`src/rtl/a2bus_capture_pkg.sv`:
```
// rtl/a2bus_capture_pkg.sv - shared event type and address-window helper for the bus capture block
package a2bus_capture_pkg;

  typedef struct packed {
    logic [15:0] addr;
    logic [7:0]  data;
    logic        rw_n;
  } a2bus_event_t;

  function automatic logic addr_in_window(input logic [15:0] addr,
                                          input logic [15:0] lo,
                                          input logic [15:0] hi);
    return (addr >= lo) && (addr <= hi);
  endfunction

endpackage

```
`src/rtl/sync_fifo_fwft.sv`:
```
// rtl/sync_fifo_fwft.sv - single-clock first-word-fall-through FIFO with occupancy count
module sync_fifo_fwft #(
  parameter int WIDTH = 8,
  parameter int DEPTH = 16
) (
  input  logic                     clk_i,
  input  logic                     rst_n_i,
  input  logic                     clear_i,
  input  logic                     push_valid_i,
  input  logic [WIDTH-1:0]         push_data_i,
  output logic                     push_ready_o,
  output logic                     pop_valid_o,
  input  logic                     pop_ready_i,
  output logic [WIDTH-1:0]         pop_data_o,
  output logic [$clog2(DEPTH):0]   count_o
);
  localparam int AW = $clog2(DEPTH);
  localparam logic [AW-1:0] PTR_ONE  = AW'(1);
  localparam logic [AW:0]   CNT_ONE  = (AW+1)'(1);
  localparam logic [AW:0]   CNT_FULL = (AW+1)'(DEPTH);

  logic [WIDTH-1:0] mem_q [DEPTH];
  logic [AW-1:0]    wr_ptr_q, wr_ptr_d, rd_ptr_q, rd_ptr_d;
  logic [AW:0]      count_q, count_d;
  logic             do_push, do_pop, full;

  assign full        = (count_q == CNT_FULL);
  assign pop_valid_o = (count_q != '0);
  assign count_o     = count_q;
  // Gate the head with valid so an empty queue never exposes stale storage.
  assign pop_data_o  = pop_valid_o ? mem_q[rd_ptr_q] : '0;

  always_comb begin
    do_pop       = pop_valid_o && pop_ready_i;
    push_ready_o = !full || do_pop;
    do_push      = push_valid_i && push_ready_o;
    wr_ptr_d     = wr_ptr_q;
    rd_ptr_d     = rd_ptr_q;
    count_d      = count_q;
    if (clear_i) begin
      wr_ptr_d = '0;
      rd_ptr_d = '0;
      count_d  = '0;
    end else begin
      if (do_push) wr_ptr_d = wr_ptr_q + PTR_ONE;
      if (do_pop)  rd_ptr_d = rd_ptr_q + PTR_ONE;
      case ({do_push, do_pop})
        2'b10:   count_d = count_q + CNT_ONE;
        2'b01:   count_d = count_q - CNT_ONE;
        default: count_d = count_q;
      endcase
    end
  end

  always_ff @(posedge clk_i or negedge rst_n_i) begin
    if (!rst_n_i) begin
      wr_ptr_q <= '0;
      rd_ptr_q <= '0;
      count_q  <= '0;
    end else begin
      wr_ptr_q <= wr_ptr_d;
      rd_ptr_q <= rd_ptr_d;
      count_q  <= count_d;
    end
  end

  always_ff @(posedge clk_i) begin
    if (do_push && !clear_i) mem_q[wr_ptr_q] <= push_data_i;
  end

endmodule

```
`src/rtl/a2bus_write_capture.sv`:
```
// rtl/a2bus_write_capture.sv - filters latched Apple II bus cycles into a FWFT event queue
module a2bus_write_capture
  import a2bus_capture_pkg::*;
#(
  parameter int          DEPTH         = 16,
  parameter logic [15:0] ADDR_LO       = 16'h0400,
  parameter logic [15:0] ADDR_HI       = 16'h0BFF,
  parameter bit          CAPTURE_READS = 1'b0,
  parameter bit          MAIN_ONLY     = 1'b1
) (
  input  logic                       clk_logic_i,
  input  logic                       system_reset_n_i,
  input  logic                       enable_i,
  input  logic                       clear_i,
  input  logic [15:0]                addr_i,
  input  logic [7:0]                 data_i,
  input  logic                       rw_n_i,
  input  logic                       m2sel_n_i,
  input  logic                       data_in_strobe_i,
  output logic                       pop_valid_o,
  input  logic                       pop_ready_i,
  output logic [15:0]                pop_addr_o,
  output logic [7:0]                 pop_data_o,
  output logic                       pop_rw_n_o,
  output logic [$clog2(DEPTH):0]     count_o,
  output logic                       overflow_o,
  output logic [15:0]                drop_count_o
);
  a2bus_event_t ev_in, ev_head;
  logic         match, push_ready, drop;
  logic         overflow_q, overflow_d;
  logic [15:0]  drop_count_q, drop_count_d;

  assign ev_in = '{addr: addr_i, data: data_i, rw_n: rw_n_i};

  assign match = data_in_strobe_i && enable_i
              && addr_in_window(addr_i, ADDR_LO, ADDR_HI)
              && (!rw_n_i || CAPTURE_READS)
              && (!MAIN_ONLY || !m2sel_n_i);

  sync_fifo_fwft #(
    .WIDTH ($bits(a2bus_event_t)),
    .DEPTH (DEPTH)
  ) u_fifo (
    .clk_i        (clk_logic_i),
    .rst_n_i      (system_reset_n_i),
    .clear_i      (clear_i),
    .push_valid_i (match),
    .push_data_i  (ev_in),
    .push_ready_o (push_ready),
    .pop_valid_o  (pop_valid_o),
    .pop_ready_i  (pop_ready_i),
    .pop_data_o   (ev_head),
    .count_o      (count_o)
  );

  assign pop_addr_o = ev_head.addr;
  assign pop_data_o = ev_head.data;
  assign pop_rw_n_o = ev_head.rw_n;

  // A match lost to clear is intentionally not counted as a drop.
  assign drop = match && !push_ready && !clear_i;

  always_comb begin
    overflow_d   = overflow_q;
    drop_count_d = drop_count_q;
    if (clear_i) begin
      overflow_d   = 1'b0;
      drop_count_d = '0;
    end else if (drop) begin
      overflow_d = 1'b1;
      if (drop_count_q != 16'hFFFF) drop_count_d = drop_count_q + 16'd1;
    end
  end

  always_ff @(posedge clk_logic_i or negedge system_reset_n_i) begin
    if (!system_reset_n_i) begin
      overflow_q   <= 1'b0;
      drop_count_q <= '0;
    end else begin
      overflow_q   <= overflow_d;
      drop_count_q <= drop_count_d;
    end
  end

  assign overflow_o   = overflow_q;
  assign drop_count_o = drop_count_q;

endmodule
```
`config.mk`:
```
export PLATFORM = sky130hd
export DESIGN_NAME = a2bus_write_capture
export DESIGN_NICKNAME = d
export VERILOG_FILES = /design/src/rtl/a2bus_capture_pkg.sv /design/src/rtl/sync_fifo_fwft.sv /design/src/rtl/a2bus_write_capture.sv
export SDC_FILE = /design/constraint.sdc
export NUM_CORES = 1
export LEC_CHECK = 0
export BUFFER_PORTS_ARGS = -buffer_cell sky130_fd_sc_hd__buf_2
export CAP_MARGIN = 10
export CORE_AREA = 4 4 226 228
export CTS_CLUSTER_SIZE = 30
export DETAILED_ROUTE_END_ITERATION = 12
export DIE_AREA = 0 0 230 232
export GPL_ROUTABILITY_DRIVEN = 0
export PLACE_DENSITY = 0.55
export SYNTH_ARGS = -nofsm -noshare
export SYNTH_HDL_FRONTEND = slang
export SYNTH_SLANG_ARGS = --single-unit
```
`constraint.sdc`:
```
create_clock -name clk_logic_i -period 2.59 [get_ports clk_logic_i]
set_input_delay 0 -clock clk_logic_i [delete_from_list [all_inputs] [get_ports clk_logic_i]]
set_output_delay 0 -clock clk_logic_i [all_outputs]
set_load 0.1 [all_outputs]
```
==> impl_metrics.yaml, run 1 <==
clocking:
  clock-sinks: 430
  cts_max_path_buffers: 3
  clk_pin_slew_ps: 60
  cts_buffers: 47
  cts_tree: "built"
  cts_htree_levels: 2
  clk_latency_ps: 580
  cts-root-buf: "clkbuf_16"
route:
  wl_per_cell_um: 23.25
  first_pass_iters: 5
  routed_via_density: 5.001
  num_vias: 8547
  drc: 0
  wirelength_mm: 39.74
  drtIter0Drc: 716
  antenna_left: 0
job:
  cap_violations: 0
place:
  dpl_worst_slack_ps: -1.258
  place_inst: 1574
  dp.final_hpwl_mm: 22.75
  io_buffers: 79
  dpl_cell_area_um2: 19270
cells_and_area:
  design_area_um2: 21790
  multiInputGateArea_um2: 4234
  fin_nets: 1050
  fillCellCount: 4202
  final_cells: 1709
  area_growth_pct: 28.26
  antenna_cells: 0
  seq_area_um2: 12780
  layout-drive-gt1-share: 0.4134
logic_synthesis:
  synth-xor-area-share: 0.005154
  synth-compound-area-share: 0.01149
  synth_top_family_by_area: "multiplexers"
  synth_seq_cells: 430
  synth_edf_count: 400
  mappedNetlistArea_um2: 16990
  syn_avg_cell_area_um2: 21.54
  yosysSeqAreaShare: 0.7510
  yosysWarnings: 0
  synthFlopType: "edfxtp_1"
  synth-simple-area-share: 0.03932
  muxShareOfSynthArea: 0.1730
  syn_inst: 789
  syn_nets: 831
  synth_fa_ha_area_frac: 0.007805
  async_flop_share: 0.06977
  ys_types: 48
timing:
  setup-violations-final: 25
  maxClockFrequency_ghz: 0.3615
  slew_headroom: 0.5085
  fin_crit_ps: 2766
  finalCritPeriodShare: 1.068
  fin_tns_setup_ps: -3478
  worst_slack_ps: -176.1
  rsz0062_at_grt: "true"
  finalHoldViolCount: 0
  maxSlewViolCount: 0
  skew_ps: 13.54
  tightest_slew_ps: 737.3
grt:
  antenna_found_initial: 0
  grt_usage: 0.1464
  grt.overflow.total: 0
  grt_pass1_vias: 8814
  grt_max_degree: 50
  grt_pass1_wl_mm: 58.26
power:
  cellLeakagePower_nw: 7.117
  ir_drop_mv: 0.5234
  p_per_area_nw_per_um2: 948.1
setup_path:
  critPathSlowestCell: "mux4_2"
  critPathLaunchType: "register"
  crit_required_ps: 2590
  path_class: "reg2out"
  worstPathMaxFanout: 8
  slowest_delay_ps: 520
  worstPathCellList: "buf_12 > buf_16 > mux4_2 > mux4_2 > and2_4 > buf_12"
  arrival_ps: 2770
  cp-end-kind: "output pin"
outcome:
  status: "finished with violations"
  violations: "negative setup slack"
floorplanning:
  core_area_um2: 48850
  fp.dieArea_um2: 53360
  chipHeight_um: 232
  pin_count: 80
  die_width_um: 230
  core.rowCount: 81
  initial_utilization: 0.3479
hold_path:
  hold_class: "in2async"
worst max-delay path: cells and delay by family (launching register included):
kind                   cells  cell delay, ps
muxes                      2            1030
buffers and inverters      3             510
and+or+nand+nor            1             170
DFF                        1             460
cells by family after synthesis:
kind of cell | count (synthesis)
fa+ha+maj | 10
xor+xnor | 10
buf+inv | 46
simple gates | 125
compound gates | 33
mux | 135
flops | 430
through the flow:
| stage | utilization | power (mW) | hold slack, ps |
|---|---|---|---|
| 2_1_floorplan | - | 11.78 | -295.6 |
| 3_3_place_gp | 0.3944 | 13.04 | 98.30 |
| 3_5_place_dp | 0.3944 | 13.07 | 112.7 |
| 4_1_cts | 0.4422 | 20.51 | 26.99 |
| 5_1_grt | 0.4462 | 21.48 | 67.66 |
| 6_report | 0.4462 | 20.66 | 28.78 |
power breakdown:
| group | internal (mW) | switching (mW) | leakage (nW) | total [mW] |
|---|---|---|---|---|
| combinational | 2.99 | 3.61 | 2.41 | 6.59 |
| clock | 3.70 | 2.67 | 0.712 | 6.37 |
| sequential | 7.65 | 0.0500 | 3.99 | 7.70 |
flip-flops by register name, indices dropped and copies added (netlist names):
name	count
drop_count_o	16
u_fifo.rd_ptr_q	4
overflow_o	1
u_fifo.mem_q	400
u_fifo.wr_ptr_q	4
u_fifo.count_o	5
Yosys cell counts, drive strengths merged, types with 8 or more instances:
cell	n	area share
mux2	8	0.0062
nor2	42	0.0093
o21ai	9	0.0029
and2	26	0.0097
nand2	12	0.0027
nand3	10	0.0029
dfrtp	30	0.044
mux4	125	0.17
clkbuf	22	0.0054
ha	9	0.0066
or3	10	0.0040
inv	9	0.0020
buf	14	0.0042
a21oi	16	0.0047
edfxtp	400	0.71
repair_timing:
item	in CTS	in global routing
gates resized for setup	101	22
setup endpoints to repair	25	28
pin swaps	1	21
gates cloned	3	4
hold buffers	30	0
hold endpoints to repair	447	0
buffers inserted	12	1
placed cells by master (no fill, tap or decap), types with 5 or more instances in the layout:
cell type      count
nand3_1           10
clkbuf_1          15
dlygate4sd3_1     29
or3_1              9
and2_1             5
buf_12            53
buf_16             7
nand2_1           12
buf_4             44
xor2_1             7
clkinv_1           9
mux4_2           125
ha_1               8
and2_4            21
clkbuf_16         51
o21ai_0            8
dfrtp_1           22
edfxtp_1         400
inv_1              7
nor2_4            17
a21oi_1           14
buf_2             54
dfrtp_4            5
nor2_1            25
buf_6             14
routing by layer:
metal / GRT usage / share of wire / vias up
li1: - / - / 3716
met1: 0.2068 / 0.44 / 4578
met2: 0.2403 / 0.50 / 208
met3: 0.02294 / 0.046 / 45
met4: 0.03686 / 0.016 / 0
met5: 0 / 0 / -
final cells by class:
class	count	area share
flip-flops and latches	430	0.5866
repair buffers	207	0.1116
clock buffers	63	0.05718
clock inverters	23	0.01068
multi-input cells	313	0.1943
inverters	9	0.001550
well taps	664	0.03812
final timing paths:
path | from | to | slack (ps) | cells after the start
worst max register to register | u_fifo.count_o[0] | u_fifo.count_o[4] | 40 | 10
worst min-delay path | system_reset_n_i | u_fifo.count_o[3] | 30 | 2
worst min register to register | overflow_o | overflow_o | 530 | 2
max in group asynchronous | system_reset_n_i | u_fifo.count_o[2] | 2010 | 2
worst max-delay path | u_fifo.rd_ptr_q[0] | pop_data_o[0] | -180 | 6
min in group clk_logic_i | enable_i | drop_count_o[1] | 140 | 7
No activity file was read; power rests on OpenSTA's default activity.
==> run 2: changes to the inputs <==
--- a/config.mk
+++ b/config.mk
@@ -13,6 +13,7 @@
 export DIE_AREA = 0 0 230 232
 export GPL_ROUTABILITY_DRIVEN = 0
 export PLACE_DENSITY = 0.55
+export REMOVE_ABC_BUFFERS = 1
 export SYNTH_ARGS = -nofsm -noshare
 export SYNTH_HDL_FRONTEND = slang
 export SYNTH_SLANG_ARGS = --single-unit
==> run 2 against run 1 <==
Against the previous run: the run still ends with negative setup slack left; utilization decreased by 0.60 points; sequential power about the same; critical path depth increased by 1; sequential share of layout area increased by 0.74 points; worst setup slack got worse by 76 ps; clock-buffer cell count decreased by 8; combinational power increased by 3.9%; routed wire length decreased by 1.2%; die area unchanged; power increased by 1.1%; via count decreased by 1.7%; design area decreased by 1.3%; critical path type unchanged; highest routed layer unchanged.
==> impl_metrics.yaml, run 2 (synthesized netlist as in run 1, its figures left out) <==
cells_and_area:
  design_area_um2: 21500
  final_cells: 1682
  antenna_cells: 0
  seq_area_um2: 12770
  layout-drive-gt1-share: 0.4028
  multiInputGateArea_um2: 4257
  largest_reg_flops: 400
  final_cell_mix: "400 x edfxtp_1, 125 x mux4_2, 54 x buf_2"
  largest_register: "u_fifo.mem_q"
  fin_nets: 1025
  fillCellCount: 4202
  mostFrequentLayoutCell: "edfxtp_1"
  area_growth_pct: 26.53
setup_path:
  path_class: "reg2out"
  crit_buf_inv: 4
  critPathLaunchType: "register"
  slowest_delay_ps: 530
  worstPathMaxFanout: 5
  critPathTopFamily: "multiplexers"
  cp-end-kind: "output pin"
  rr_worst_depth: 10
  crit_cells: 7
  crit_required_ps: 2590
  critPathSlowestCell: "dfrtp_4"
  worstPathCellList: "buf_12 > buf_12 > buf_16 > mux4_2 > mux4_2 > and2_4 > buf_12"
  cp_common_cell: "buf_12"
  arrival_ps: 2840
grt:
  grt_pass1_wl_mm: 59.21
  grt.overflow.total: 0
  grt_max_degree: 37
  grt_pass1_vias: 9020
  antenna_found_initial: 0
  grt_usage: 0.1483
power:
  ir_drop_mv: 0.6456
  cellLeakagePower_nw: 6.987
  p_per_area_nw_per_um2: 972.0
clocking:
  clk_latency_ps: 580
  cts_htree_levels: 2
  cts-root-buf: "clkbuf_16"
  clock-sinks: 430
  clk_pin_slew_ps: 60
  cts_max_path_buffers: 3
  cts_tree: "built"
  cts_buffers: 46
timing:
  worst_slack_ps: -252.0
  setup-violations-final: 25
  fin_crit_ps: 2842
  finalHoldViolCount: 0
  skew_ps: 21.46
  fin_tns_setup_ps: -4871
  finalCritPeriodShare: 1.097
  maxClockFrequency_ghz: 0.3519
  rsz0062_at_grt: "true"
  slew_headroom: 0.2091
  maxSlewViolCount: 0
  tightest_slew_ps: 1184
place:
  io_buffers: 79
  dpl_worst_slack_ps: 17.93
  dp.final_hpwl_mm: 20.53
  place_inst: 1543
  dpl_cell_area_um2: 18710
job:
  cap_violations: 0
outcome:
  violations: "negative setup slack"
  status: "finished with violations"
route:
  drc: 0
  routed_via_density: 4.996
  wirelength_mm: 39.28
  drtIter0Drc: 710
  num_vias: 8404
  antenna_left: 0
  wl_per_cell_um: 23.35
  first_pass_iters: 5
floorplanning:
  initial_utilization: 0.3479
  core_area_um2: 48850
  pin_count: 80
  core.rowCount: 81
  die_width_um: 230
  fp.dieArea_um2: 53360
  chipHeight_um: 232
hold_path:
  hold_class: "in2async"
-- run 2: cell count changes in the layout (fill, tap and decap cells not counted), sizes merged --
| cell | before | now |
|---|---|---|
| buf | 174 | 152 |
| clkbuf | 67 | 56 |
| clkinv | 17 | 20 |
| bufinv | 3 | 4 |
| dlygate4sd3 | 29 | 30 |
| inv | 11 | 12 |
-- run 2: routing by layer --
metal / GRT usage / up-vias / wire [um]
met3: 0.03153 / 36 / 1726
met2: 0.2384 / 175 / 19030
met5: 0 / - / 0
met1: 0.2127 / 4526 / 18060
li1: - / 3667 / -
met4: 0.02684 / 0 / 473
-- run 2: area by class of cell --
| cell class | count | share of cell area |
|---|---|---|
| Timing Repair Buffer | 183 | 0.1004 |
| Clock inverter | 28 | 0.01228 |
| Sequential cell | 430 | 0.5940 |
| Multi-Input combinational cell | 313 | 0.1980 |
| Clock buffer | 55 | 0.05511 |
| Tap cell | 664 | 0.03864 |
| Inverter | 9 | 0.001571 |
-- run 2: repair_timing --
action                                 in CTS  in global routing
hold buffers                               30                  0
endpoints found under the hold margin     442                  0
pin swaps                                   0                  8
resized for setup                         141                 19
cloned                                     12                  1
setup endpoints to repair                  25                 31
setup buffers                              12                  5
-- run 2: worst paths after layout --
check	start	to	slack, ps
setup / recovery	u_fifo.rd_ptr_q[0]	pop_addr_o[4]	-250
hold reg to reg	overflow_o	overflow_o	540
hold / removal	system_reset_n_i	drop_count_o[3]	30
max in group asynchronous	system_reset_n_i	u_fifo.rd_ptr_q[0]	2020
min in group clk_logic_i	enable_i	drop_count_o[1]	130
setup reg to reg	u_fifo.count_o[2]	u_fifo.count_o[4]	60
-- run 2: power breakdown --
group | internal, mW | switching, mW | total (mW)
clock network | 3.68 | 2.68 | 6.35
registers | 7.63 | 0.0580 | 7.69
logic | 3.20 | 3.65 | 6.85
-- run 2: metrics by stage --
step,power (mW),utilization,hold WS [ps]
global placement,12.82,0.3830,99.48
CTS,21.04,0.4389,26.84
detailed placement,12.84,0.3830,99.87
finish,20.90,0.4401,34.12
global route,21.68,0.4401,98.98
floorplan,11.75,-,-295.6
